## src/rtl/mem_access_splitter.sv

```systemverilog
// Load/store unit front end: splits byte/half/word requests into
// beat-aligned backend accesses and reassembles the load result.
module mem_access_splitter #(
  parameter int BEAT_BYTES     = 2,
  parameter bit BYTE_SWAP      = 1'b1,
  parameter bit ALLOW_MISALIGN = 1'b1
) (
  input  logic                    clk,
  input  logic                    reset,
  input  logic                    req_valid,
  output logic                    req_ready,
  input  logic [31:0]             req_addr,
  input  logic                    req_rw,
  input  logic [1:0]              req_size,
  input  logic                    req_unsigned,
  input  logic [31:0]             req_wdata,
  output logic                    rsp_valid,
  output logic                    rsp_err,
  output logic [31:0]             rsp_rdata,
  output logic                    mem_req,
  output logic                    mem_rw,
  output logic [31:0]             mem_addr,
  output logic [BEAT_BYTES-1:0]   mem_be,
  output logic [8*BEAT_BYTES-1:0] mem_wdata,
  input  logic                    mem_ack,
  input  logic [8*BEAT_BYTES-1:0] mem_rdata
);

  localparam int BW = 8 * BEAT_BYTES;
  localparam int OB = $clog2(BEAT_BYTES);

  typedef enum logic [1:0] {
    IDLE,
    ISSUE,
    RESP
  } state_t;

  state_t state_q, state_d;

  logic [31:0]   addr_q;
  logic          rw_q;
  logic [1:0]    size_q;
  logic          uns_q;
  logic [31:0]   wdata_q;
  logic          err_q;
  logic [1:0]    b_q;
  logic [1:0]    beats_q;
  logic [31:0]   res_q;
  logic [31:0]   rdata_q;

  logic          accept;
  logic [3:0]    in_off;
  logic [3:0]    in_n;
  logic [3:0]    in_span;
  logic [1:0]    in_beats;
  logic          in_misal;
  logic          in_err;

  logic [3:0]    off;
  logic [3:0]    n;
  logic          last;
  logic          issuing;
  logic [3:0]    lane;
  logic [3:0]    p;
  logic [3:0]    ri;
  logic [4:0]    sh;
  logic [BEAT_BYTES-1:0] beat_be;
  logic [BW-1:0] beat_wd;
  logic [31:0]   merged;

  function automatic logic [31:0] extend(
    input logic [31:0] v,
    input logic [1:0]  sz,
    input logic        u
  );
    logic [31:0] r;
    case (sz)
      2'd0:    r = {{24{!u && v[7]}}, v[7:0]};
      2'd1:    r = {{16{!u && v[15]}}, v[15:0]};
      default: r = v;
    endcase
    return r;
  endfunction

  assign accept   = req_valid && req_ready;
  assign in_off   = 4'(req_addr[OB-1:0]);
  assign in_n     = 4'd1 << req_size;
  assign in_span  = in_off + in_n + 4'(BEAT_BYTES - 1);
  assign in_beats = 2'(in_span >> OB);
  assign in_misal = (req_size == 2'd1 && req_addr[0]) ||
                    (req_size == 2'd2 && req_addr[1:0] != 2'b00);
  assign in_err   = (req_size == 2'd3) ||
                    (!ALLOW_MISALIGN && in_misal);

  assign off  = 4'(addr_q[OB-1:0]);
  assign n    = 4'd1 << size_q;
  assign last = (b_q == beats_q - 2'd1);

  // Walk byte positions of the beat; find which request byte
  // (if any) each one carries in beat b_q.
  always_comb begin
    beat_be = '0;
    beat_wd = '0;
    merged  = res_q;
    lane    = '0;
    p       = '0;
    ri      = '0;
    sh      = '0;
    for (int k = 0; k < BEAT_BYTES; k++) begin
      lane = BYTE_SWAP ? 4'(BEAT_BYTES - 1 - k) : 4'(k);
      p    = 4'(b_q) * 4'(BEAT_BYTES) + lane;
      ri   = p - off;
      sh   = {ri[1:0], 3'b000};
      if (p >= off && ri < n) begin
        beat_be[k]         = 1'b1;
        beat_wd[8*k +: 8]  = wdata_q[sh +: 8];
        merged[sh +: 8]    = mem_rdata[8*k +: 8];
      end
    end
  end

  always_ff @(posedge clk or posedge reset) begin
    if (reset) state_q <= IDLE;
    else       state_q <= state_d;
  end

  always_comb begin
    state_d = state_q;
    unique case (state_q)
      IDLE:    if (req_valid) state_d = in_err ? RESP : ISSUE;
      ISSUE:   if (mem_ack && last) state_d = RESP;
      RESP:    state_d = IDLE;
      default: state_d = IDLE;
    endcase
  end

  always_ff @(posedge clk or posedge reset) begin
    if (reset) begin
      addr_q  <= '0;
      rw_q    <= 1'b0;
      size_q  <= '0;
      uns_q   <= 1'b0;
      wdata_q <= '0;
      err_q   <= 1'b0;
      b_q     <= '0;
      beats_q <= '0;
      res_q   <= '0;
      rdata_q <= '0;
    end else begin
      if (state_q == IDLE && req_valid) begin
        addr_q  <= req_addr;
        rw_q    <= req_rw;
        size_q  <= req_size;
        uns_q   <= req_unsigned;
        wdata_q <= req_wdata;
        err_q   <= in_err;
        b_q     <= '0;
        beats_q <= in_beats;
        res_q   <= '0;
        if (in_err) rdata_q <= '0;
      end
      if (state_q == ISSUE && mem_ack) begin
        res_q <= merged;
        b_q   <= b_q + 2'd1;
        if (last)
          rdata_q <= rw_q ? '0 : extend(merged, size_q, uns_q);
      end
    end
  end

  // Gating with reset drops every strobe combinationally.
  assign issuing   = (state_q == ISSUE) && !reset;
  assign req_ready = (state_q == IDLE) && !reset;
  assign rsp_valid = (state_q == RESP) && !reset;
  assign rsp_err   = rsp_valid && err_q;
  assign rsp_rdata = rdata_q;

  assign mem_req   = issuing;
  assign mem_rw    = issuing && rw_q;
  assign mem_addr  = issuing ?
    {addr_q[31:OB], {OB{1'b0}}} + 32'(b_q) * 32'(BEAT_BYTES) : '0;
  assign mem_be    = issuing ? beat_be : '0;
  assign mem_wdata = issuing ? beat_wd : '0;

  // accept is the architectural handshake; state_q gates it in the ff.
  logic unused_accept;
  assign unused_accept = accept;

endmodule

```

## config.mk

```make
export PLATFORM = sky130hd
export DESIGN_NAME = mem_access_splitter
export DESIGN_NICKNAME = d
export VERILOG_FILES = /design/src/rtl/mem_access_splitter.sv
export SDC_FILE = /design/constraint.sdc
export NUM_CORES = 1
export LEC_CHECK = 0
export BUFFER_PORTS_ARGS = -buffer_cell sky130_fd_sc_hd__buf_2
export CAP_MARGIN = 15
export CORE_MARGIN = 4
export CORE_UTILIZATION = 59
export DETAILED_ROUTE_END_ITERATION = 6
export PLACE_DENSITY = 0.86
export REMOVE_ABC_BUFFERS = 1
export SLEW_MARGIN = 5
export SYNTH_ARGS = -nofsm -noshare
export SYNTH_HDL_FRONTEND = slang
export SYNTH_SLANG_ARGS = --single-unit
```

## constraint.sdc

```tcl
create_clock -name clk -period 8.12 [get_ports clk]
set_input_delay 0.812 -clock clk [delete_from_list [all_inputs] [get_ports clk]]
set_output_delay 0.812 -clock clk [all_outputs]
set_load 0.1 [all_outputs]
```

**Yosys cells after proc, flatten, opt, wreduce, memory -nomap -nowiden**

Index checks and enable logic that the tools add are counted.

- Word-level logic and storage cells: 83
- Bits of input ports: 88
- Flip-flop bits (word level): 139

- Multiplexer cells: 25
- Shifts and indexed selects: 8
- Equality and inequality tests: 7
- Reductions and logical operators: 18
- Magnitude comparators: 4
- Add/subtract/negate cells: 10

Operators with widths:

| operator | count |
|---|---|
| $mux 32 | 10 |
| $bwmux 32 | 2 |
| $pmux 32 s2 | 1 |
| $shift 8x7->32 const A | 2 |
| $shiftx 32x6->8 | 2 |
| $shiftx 8x7->32 | 2 |
| $add 32x3->32 | 1 |
| $mux 16 | 1 |
| $mux 8 | 2 |
| $neg 5->7 | 2 |
| $logic_and 1x1->1 | 12 |
| $mux 2 | 6 |
| $lt 4x4->1 | 2 |
| $add 3x1->4 const B | 1 |
| $eq 2x1->1 const B | 2 |
| $eq 2x2->1 const B | 2 |
| $ge 4x1->1 | 1 |
| $logic_not 2->1 | 2 |
| $ne 2x2->1 const B | 2 |
| $pmux 2 s2 | 1 |
| $shl 1x2->4 const A | 1 |
| $sub 3x1->4 | 1 |
| $sub 4x1->4 | 1 |
| $add 1x3->3 | 1 |
| 10 further kinds | 12 |

**Longest topological paths before layout**

Gate-level depths: netlist of the first run.

- Word-level depth: 13
- Gate-level depth with buffers: 13
- Gate-level depth less buffers: 11

**Least setup slack after synthesis of the first run**

Ideal clock, no wire load.

- Path type: input-to-output
- Start point: input reset
- End point: output mem_wdata[10]
- Path slack: 1.043 ns
- Arrival time: 6.265 ns
- Cell stages on the path: 5
- Data required time: 7.308 ns
- Cell sequence: inv_1 > nand2_1 > inv_1 > clkbuf_1 > and3_1

- Word-level cells in the longest chain between the ends: 3

RTL lines:

| element | line | source |
|---|---|---|
| start, declared | 9 | `input logic reset,` |
| $logic_not 1->1 | 172 | `assign issuing = (state_q == ISSUE) && !reset;` |
| $logic_and 1x1->1 | 172 |  |
| via mem_req | 20 | `output logic mem_req,` |
| $mux 16 | 183 | `assign mem_wdata = issuing ? beat_wd : '0;` |
| end, declared | 24 | `output logic [8*BEAT_BYTES-1:0] mem_wdata,` |

The timed path passes the listed nets, and every way through them passes these cells.

**Worst setup path after layout of the first run**

- Start point: register b_q[0]
- End point: output mem_wdata[13]

- Word-level cells in the longest chain between the ends: 5

RTL lines:

| element | line | source |
|---|---|---|
| start, declared | 46 | `logic [1:0] b_q;` |
| start signal, assigned | 164 | `b_q <= b_q + 2'd1;` |
| parallel branches: the longest is 3 deep, another holds $sub 3x1->4 | - |  |
| $mux 8 * | 114 | `if (p >= off && ri < n) begin` |
| $mux 16 * | 183 |  |

Every way passes the cells marked *.

==> flow_summary.toml, run 1 <==
[critical_path]
startpoint = "b_q[0]"
cp-endpoint = "mem_wdata[13]"
r2r-start = "b_q[0]"
critical_path_peak_fanout = 20
critPathMostFrequentCell = "ha_1"
crit_type = "flop to output pin"
r2r_end = "rsp_rdata[18]"
critical_path_required_ns = 7.31
reg2reg_slack_ns = 3.71
start_kind = "flop"
worstPathCellList = "inv_1, ha_1, ha_1, o211ai_1, o221a_2, and3_1, buf_2"
worstPathArrival_ns = 3.92
ff2ff_path_depth = 9
crit_slowest_cell = "ha_1"
crit_path_end_kind = "output pin"
max_stage_delay_ns = 0.81

[cts]
h-tree-depth = 4
cts_resized = 0
cts_root_buffer = "clkbuf_16"
cts_inserted_buffers = 17
cts_tree = "built"
cts_hold_buf = 0
post_cts_buffers = 0
cts.clk_slew.worst_paths_ns = 0.05
clock_latency_ns = 0.42
clock-sinks = 139
clockBufferDepth = 2

[die]
die_area_um2 = 15360
fp.dieW_um = 123.9
rows = 42
initial_core_util = 0.6012
pin_count = 175
die_height_um = 123.9
core_area_um2 = 13190

[placed_design]
portBuffers = 173
dp_hpwl_mm = 14.55
gp_congestion = 0.9309
place_inst = 1199

[layout]
fin_nets = 1147
antennaDiodeCount = 0
drive_above_1_share = 0.2256
syn_to_final_growth_pct = 19.26
stdcell_count = 1231
final_util = 0.7170

[drt]
drt-initial-drc-count = 768
ant_nets = 0
drc_errors = 0
wl_per_cell_um = 17.60
via_per_inst = 6.006
wirelength_mm = 21.66
first_pass_iters = 6
vias = 7394

[logic_synthesis]
synth.distinct_cells = 53
seq_area_frac_synth = 0.4386
yosysWarnings = 0
synth.area.top_cells = "dfrtp_1, nand2_1, mux4_2, and3_1, a22o_1"
synthesis.area_um2 = 7930
ys.flop_type = "dfrtp_1"
synth_edf_count = 0
synth_seq_cells = 139
synth_top_area_share = 0.4386
synthCells = 901
syn_area_per_cell_um2 = 8.801
async_flop_share = 1.000
yosysTopAreaCell = "dfrtp_1"

[run]
maxCapViolCount = 0

[sta]
finalCritPeriodShare = 0.5825
tns_ns = 0
fin_crit_ns = 4.730
max_freq_mhz = 211.4
rsz0062_at_grt = "no"
skew_ns = 0.007488
maxSlewHeadroom = 0.2452
max_slew.worst_pin.slew_ns = 1.132
hold_viol = 0
setup_viol = 0
drv_slew = 0

[global_route]
grt_max_degree = 87
grt_pass1_vias = 7244
gr-total-overflow = 0
groute.usage.overall = 0.2900
grt_pass1_wl_mm = 34.98
antenna_found_initial = 0

[outcome]
outcome = "finished clean"

[hold_path]
holdCritPathClass = "input port to async pin"
## cell type report
class / instances / area (um^2)
Multi-Input combinational cell: 688 / 4167
Fill cell: 999 / 3732
Sequential cell: 139 / 3478
Timing Repair Buffer: 182 / 933.4
Clock buffer: 26 / 519.2
Tap cell: 176 / 220.2
Clock inverter: 6 / 82.58
Inverter: 14 / 57.56
## how the worst min path moves through the flow
stage / from / slack, ns / endpoint / cells after the start
global placement: rsp_rdata[26] / 0.46 / rsp_rdata[26] / 2
finish: reset / 0.46 / addr_q[12] / 2
global route: rsp_rdata[21] / 0.49 / rsp_rdata[21] / 2
floorplan: err_q / 0.44 / err_q / 2
detailed placement: rsp_rdata[19] / 0.47 / rsp_rdata[19] / 2
CTS: res_q[7] / 0.48 / res_q[7] / 2
## layout by cell type, fill, tap and decap left out, types with 4 or more instances in the layout
| master | n |
|---|---|
| clkbuf_16 | 17 |
| buf_4 | 9 |
| clkbuf_8 | 6 |
| nor2_1 | 33 |
| mux4_2 | 16 |
| mux2i_1 | 8 |
| or3_1 | 4 |
| and2_1 | 5 |
| nand3_1 | 18 |
| nand2_1 | 266 |
| nor3_1 | 5 |
| buf_2 | 173 |
| a221o_1 | 8 |
| and4_1 | 21 |
| o21ai_1 | 10 |
| xor2_1 | 22 |
| dfrtp_1 | 139 |
| o21ai_0 | 39 |
| a31oi_1 | 25 |
| inv_1 | 13 |
| a21boi_0 | 17 |
| nand4_1 | 16 |
| ha_1 | 16 |
| and3_1 | 46 |
| a22o_1 | 25 |
| nor2b_1 | 22 |
| xnor2_1 | 6 |
| a21oi_1 | 28 |
## per-stage QoR
stage          hold WS, ns  area [um^2]  worst slack [ns]
5_1_grt             0.4893         9458             3.202
6_report            0.4585         9458             3.390
3_3_place_gp        0.4622         8848             3.912
3_5_place_dp        0.4702         8856             3.723
4_1_cts             0.4836         9458             3.327
2_1_floorplan       0.4418         7692           -0.2344
## worst max-delay path, delay by kind of cell (launching register included)
| kind | cells | cell delay [ns] |
|---|---|---|
| and+or+nand+nor | 1 | 0.23 |
| AOI/OAI and AO/OA | 2 | 0.65 |
| buffers and inverters | 2 | 0.68 |
| DFF | 1 | 0.77 |
| adders and majority gates | 2 | 1.17 |
## layer usage
| metal | part of all wire | global-route usage |
|---|---|---|
| met2 | 0.49 | 0.4714 |
| met5 | 0 | 0 |
| met3 | 0.085 | 0.06903 |
| met1 | 0.40 | 0.3819 |
| met4 | 0.024 | 0.1047 |
## cells in the mapped netlist (all sizes together) (2+ instances only)
cell	instances
nand2	267
dfrtp	139
o21ai	49
and3	46
clkbuf	46
nor2	33
a21oi	28
a22o	25
a31oi	25
nor2b	22
xor2	22
and4	21
a21boi	19
nand3	18
ha	16
mux4	16
nand4	16
buf	14
inv	14
a221o	8
mux2i	8
nor3	6
xnor2	6
and2	5
or3	4
a21o	3
nand2b	2
nor3b	2
nor4	2
o211ai	2
o31a	2
or3b	2
## logic make-up after synthesis
group	synth area share
AOI/OAI and AO/OA	0.1453
other	0.0004729
xor gates and xnor gates	0.03092
adders and majority gates	0.02777
DFF	0.4386
and+or+nand+nor	0.2633
muxes	0.05696
buffers and inverters	0.03660
## sequential cells by signal, indices dropped and copies added (netlist names)
register and cells:
b_q 2, rsp_rdata 32, beats_q 2, wdata_q 32, err_q 1, res_q 32, state_q 2, rw_q 1
size_q 2, addr_q 32, uns_q 1
Power of run 1 is left out: the tool's default activity adds up to more than one toggle a clock period on the data nets, which glitch-free logic cannot reach.
==> inputs of run 2 (changes only) <==
--- a/config.mk
+++ b/config.mk
@@ -8,9 +8,9 @@
 export BUFFER_PORTS_ARGS = -buffer_cell sky130_fd_sc_hd__buf_2
 export CAP_MARGIN = 15
 export CORE_MARGIN = 4
-export CORE_UTILIZATION = 59
+export CORE_UTILIZATION = 55
 export DETAILED_ROUTE_END_ITERATION = 6
-export PLACE_DENSITY = 0.86
+export PLACE_DENSITY = 0.81
 export REMOVE_ABC_BUFFERS = 1
 export SLEW_MARGIN = 5
 export SYNTH_ARGS = -nofsm -noshare
==> constraint.sdc (replaced) <==
create_clock -name clk -period 4.8 [get_ports clk]
set_input_delay 0.48 -clock clk [delete_from_list [all_inputs] [get_ports clk]]
set_output_delay 0.48 -clock clk [all_outputs]
set_load 0.1 [all_outputs]
==> run 2 against run 1 <==
  * Die area up 6.8%
  * Routed wire length up 0.12%
  * First-iteration DRC count down 27%
  * Clock skew down 0.00074 ns
  * Highest routed layer is now met5
  * Worst setup slack worse by 2.6 ns
  * Global-route usage down 1.9 points
  * Critical path type unchanged
  * Core utilization down 3.8 points
  * Hold slack worse by 0.40 ns
  * Sequential share of layout area down 0.15 points
==> flow_summary.toml, run 2 (synthesized netlist as in run 1, its figures left out) <==
[cts]
cts_resized = 0
cts_tree = "built"
clockBufferDepth = 2
post_cts_buffers = 0
h-tree-depth = 4
clock_latency_ns = 0.42
cts_root_buffer = "clkbuf_16"
cts.clk_slew.worst_paths_ns = 0.06
cts_hold_buf = 0
cts_inserted_buffers = 17
clock-sinks = 139

[placed_design]
dp_hpwl_mm = 14.84
pre_cts_ws_ns = 1.009
portBuffers = 173
place_area_um2 = 8899
gp_congestion = 0.9771

[global_route]
grt_pass1_wl_mm = 35.52
antenna_found_initial = 1
gr-total-overflow = 0
groute.usage.overall = 0.2705
grt_pass1_vias = 7108
grt_max_degree = 86

[critical_path]
critical_path_required_ns = 4.32
r2r-start = "addr_q[0]"
ff2ff_path_depth = 11
crit_type = "flop to output pin"
critical_path_peak_fanout = 22
crit_path_end_kind = "output pin"
worstPathArrival_ns = 3.56
start_kind = "flop"
reg2reg_slack_ns = 0.98
r2r_end = "rsp_rdata[19]"

[layout]
mostFrequentLayoutCell = "nand2_1"
drive_above_1_share = 0.2304
fin_area_um2 = 9497
fin_nets = 1154
syn_to_final_growth_pct = 19.75
final_cell_mix = "nand2_1, buf_2, dfrtp_1"
antennaDiodeCount = 0

[die]
rows = 43
initial_core_util = 0.5669
die_area_um2 = 16400
die_height_um = 128.1
pin_count = 175
fp.dieW_um = 128.1
core_area_um2 = 13990

[drt]
route.met2.wl_mm = 9.871
first_pass_iters = 5
vias = 7342
dr_wl_met3_mm = 1.709
drc_errors = 0
wirelength_mm = 21.69
wl_per_cell_um = 17.50
via_per_inst = 5.926
wl_met1_mm = 9.559
highest_layer = "met5"
drt-initial-drc-count = 558
ant_nets = 0

[sta]
max_freq_mhz = 247.7
skew_ns = 0.006743
max_slew.worst_pin.slew_ns = 1.006
drv_slew = 0
maxSlewHeadroom = 0.3266
setup_viol = 0
rsz0062_at_grt = "no"
fin_crit_ns = 4.037
finalCritPeriodShare = 0.8411
hold_viol = 0
setup_ws_ns = 0.7630
fin_hold_ws_ns = 0.06207

[hold_path]
holdCritPathClass = "input port to async pin"

[outcome]
outcome = "finished clean"

[run]
maxCapViolCount = 0
## run 2: changes by cell type in the layout (fill, tap and decap cells not counted)
cell,delta
clkbuf_1,-2
buf_4,+5
clkbuf_4,+1
clkbuf_8,-2
clkinv_4,+1
buf_8,+1
## run 2: per-stage QoR
step	std cells	TNS, ns	utilization
6_report	1239	0	0.6789
3_3_place_gp	1208	0	0.6361
4_1_cts	1237	0	0.6773
5_1_grt	1239	0	0.6789
3_5_place_dp	1208	0	0.6361
2_1_floorplan	841	-147.52	-
## run 2: critical path, cell delays in order (launching register included)
cell      delay [ns]
dfrtp_1         0.83
ha_1            0.47
ha_1            0.30
inv_1           0.06
ha_1            0.23
o211ai_1        0.13
o221a_2         0.45
and3_1          0.23
buf_2           0.43
## run 2: cell type report
class	count	area, um^2
fillers	1171	4492
multi-input cells	688	4167
flip-flops and latches	139	3478
repair buffers	189	993.5
clock buffers	22	484.2
well taps	180	225.2
clock inverters	7	91.34
inverters	14	57.56
## run 2: how the worst max path moves through the flow
stage / startpoint / slack, ns / cells past startpoint / endpoint
floorplan: reset / -2.89 / 4 / mem_wdata[0]
global placement: addr_q[0] / 1.17 / 11 / rsp_rdata[17]
detailed placement: addr_q[0] / 1.01 / 11 / rsp_rdata[20]
CTS: addr_q[0] / 0.77 / 8 / mem_wdata[12]
global route: addr_q[0] / 0.56 / 8 / mem_wdata[12]
finish: addr_q[0] / 0.76 / 8 / mem_wdata[12]
## run 2: routing by layer
| layer | track usage | vias to the layer above |
|---|---|---|
| met5 | 0 | - |
| met4 | 0.09426 | 2 |
| met3 | 0.05917 | 44 |
| met2 | 0.4171 | 339 |
| met1 | 0.3806 | 3527 |
| li1 | - | 3430 |
Power of run 2 is left out for the same reason.
==> inputs of run 3 (changes only) <==
--- a/config.mk
+++ b/config.mk
@@ -8,9 +8,9 @@
 export BUFFER_PORTS_ARGS = -buffer_cell sky130_fd_sc_hd__buf_2
 export CAP_MARGIN = 15
 export CORE_MARGIN = 4
-export CORE_UTILIZATION = 55
+export CORE_UTILIZATION = 50
 export DETAILED_ROUTE_END_ITERATION = 6
-export PLACE_DENSITY = 0.81
+export PLACE_DENSITY = 0.77
 export REMOVE_ABC_BUFFERS = 1
 export SLEW_MARGIN = 5
 export SYNTH_ARGS = -nofsm -noshare
==> constraint.sdc (replaced) <==
create_clock -name clk -period 3.65 [get_ports clk]
set_input_delay 0.365 -clock clk [delete_from_list [all_inputs] [get_ports clk]]
set_output_delay 0.365 -clock clk [all_outputs]
set_load 0.1 [all_outputs]
==> run 3 against run 2 <==
  * Count of clock-buffer cells in the layout is 2 lower
  * Global-route usage down 1.5 points
  * Clock skew about the same
  * Die area rose by 9.4%
  * Critical path type unchanged
  * Highest routed layer unchanged
==> flow_summary.toml, run 3 (synthesized netlist as in run 1, its figures left out) <==
[outcome]
outcome = "finished clean"

[cts]
cts_root_buffer = "clkbuf_16"
cts_inserted_buffers = 17
cts.clk_slew.worst_paths_ns = 0.06
cts_tree = "built"
clock_latency_ns = 0.42
clock-sinks = 139
h-tree-depth = 4
clockBufferDepth = 2
post_cts_buffers = 0

[critical_path]
max_stage_delay_ns = 0.44
critical_path_peak_fanout = 15
crit_slowest_cell = "buf_2"
crit_type = "flop to output pin"
crit_path_end_kind = "output pin"
worstPathCellList = "buf_4, ha_1, fa_1, nand3_1, nor3_2, nand2_1, xor2_1, nor2_1, buf_2"
worstPathArrival_ns = 2.98
reg2reg_slack_ns = 0.35
path_delay_family = "simple AND/OR/NAND/NOR gates"
critical_path_required_ns = 3.28
start_kind = "flop"
critPathBufInv = 2

[sta]
rsz0062_at_grt = "no"
hold_viol = 0
drv_slew = 0
skew_ns = 0.006676
max_slew.worst_pin.slew_ns = 1.174
max_freq_mhz = 298.9
maxSlewHeadroom = 0.2125
fin_crit_ns = 3.345
finalCritPeriodShare = 0.9165
setup_viol = 0

[global_route]
antenna_found_initial = 3
gr-total-overflow = 0
grt_max_degree = 86
grt_pass1_vias = 7161
grt_pass1_wl_mm = 36.84
groute.usage.overall = 0.2558

[placed_design]
gp_congestion = 0.9400
dp_hpwl_mm = 15.58
place_inst = 1248
place_area_um2 = 9443
portBuffers = 173

[power_and_ir_drop]
leakagePower_nw = 5.011
power_w = 0.01091
p_per_area_nw_per_um2 = 1089
ir_drop_mv = 0.6270

[drt]
ant_nets = 0
first_pass_iters = 5
drc_errors = 0
dr_wl_met3_mm = 1.777
wirelength_mm = 22.51
wl_per_cell_um = 17.56
highest_layer = "met5"
vias = 7322
via_per_inst = 5.711
drt-initial-drc-count = 666
route.met2.wl_mm = 10.61
wl_met1_mm = 9.434

[die]
die_area_um2 = 17940
pin_count = 175
fp.dieW_um = 133.9
die_height_um = 133.9
initial_core_util = 0.5159
rows = 45
core_area_um2 = 15370

[layout]
drive_above_1_share = 0.2393
fin_nets = 1162
final_cell_mix = "nand2_1, buf_2, dfrtp_1"
fin_area_um2 = 10020
nFillCells = 1261
syn_to_final_growth_pct = 26.40
stdcell_count = 1282
mostFrequentLayoutCell = "nand2_1"

[run]
maxCapViolCount = 0

[hold_path]
holdCritPathClass = "input port to flop"
[run 3: cell count changes in the layout (fill, tap and decap cells not counted), sizes merged]
| cell | delta |
|---|---|
| buf | +8 |
| clkbuf | -3 |
| clkinv | +3 |
| clkinvlp | +2 |
| bufinv | -1 |
| diode | +1 |
| dlygate4sd3 | +1 |
| inv | +1 |
[run 3: area by class of cell]
class / instances / area (um^2) / share of cell area
Antenna cell: 1 / 2.502 / 0.0002497
Clock buffer: 20 / 466.7 / 0.04656
Clock inverter: 12 / 96.34 / 0.009612
Inverter: 14 / 57.56 / 0.005742
Multi-Input combinational cell: 688 / 4174 / 0.4164
Sequential cell: 139 / 3478 / 0.3470
Tap cell: 211 / 264.0 / 0.02634
Timing Repair Buffer: 197 / 1484 / 0.1480
[run 3: timing repair]
action	in CTS	in global routing
setup endpoints to repair	0	6
hold buffers	1	0
endpoints found under the hold margin	14	0
resized for setup	0	1
[run 3: worst paths after layout]
path	startpoint	end	cells after the start
hold reg to reg	rsp_rdata[17]	rsp_rdata[17]	2
hold / removal	req_wdata[21]	wdata_q[21]	3
setup / recovery	b_q[0]	mem_addr[25]	9
max in group asynchronous	reset	res_q[27]	4
min in group asynchronous	reset	err_q	3
setup reg to reg	b_q[0]	rsp_rdata[18]	11
[run 3: where the power goes]
part	switching, W	leakage [nW]	internal, W
Clock	0.000674	0.278	0.000983
Sequential	0.000529	1.79	0.00219
Combinational	0.00453	2.95	0.00201
Total	0.00573	5.01	0.00518
[run 3: worst min-delay path: stages]
cell     delay (ns)
buf_2          0.07
nand2_1        0.04
nand2_1        0.04
[run 3: through the flow]
step	hold slack (ns)	worst slack [ns]	setup TNS [ns]	util
floorplan	0.4418	-3.810	-356.47	-
global placement	0.3092	0.5240	0	0.6143
detailed placement	0.3128	0.3668	0	0.6143
CTS	0.1181	0.1074	0	0.6516
global route	0.1196	0.08307	0	0.6521
finish	0.1267	0.3046	0	0.6521
[run 3: per-layer routing]
layer,up-vias,global-route usage
li1,3459,-
met1,3485,0.3389
met2,318,0.4088
met3,56,0.06414
met4,4,0.09543
met5,-,0
No activity file was read; power rests on OpenSTA's default activity.
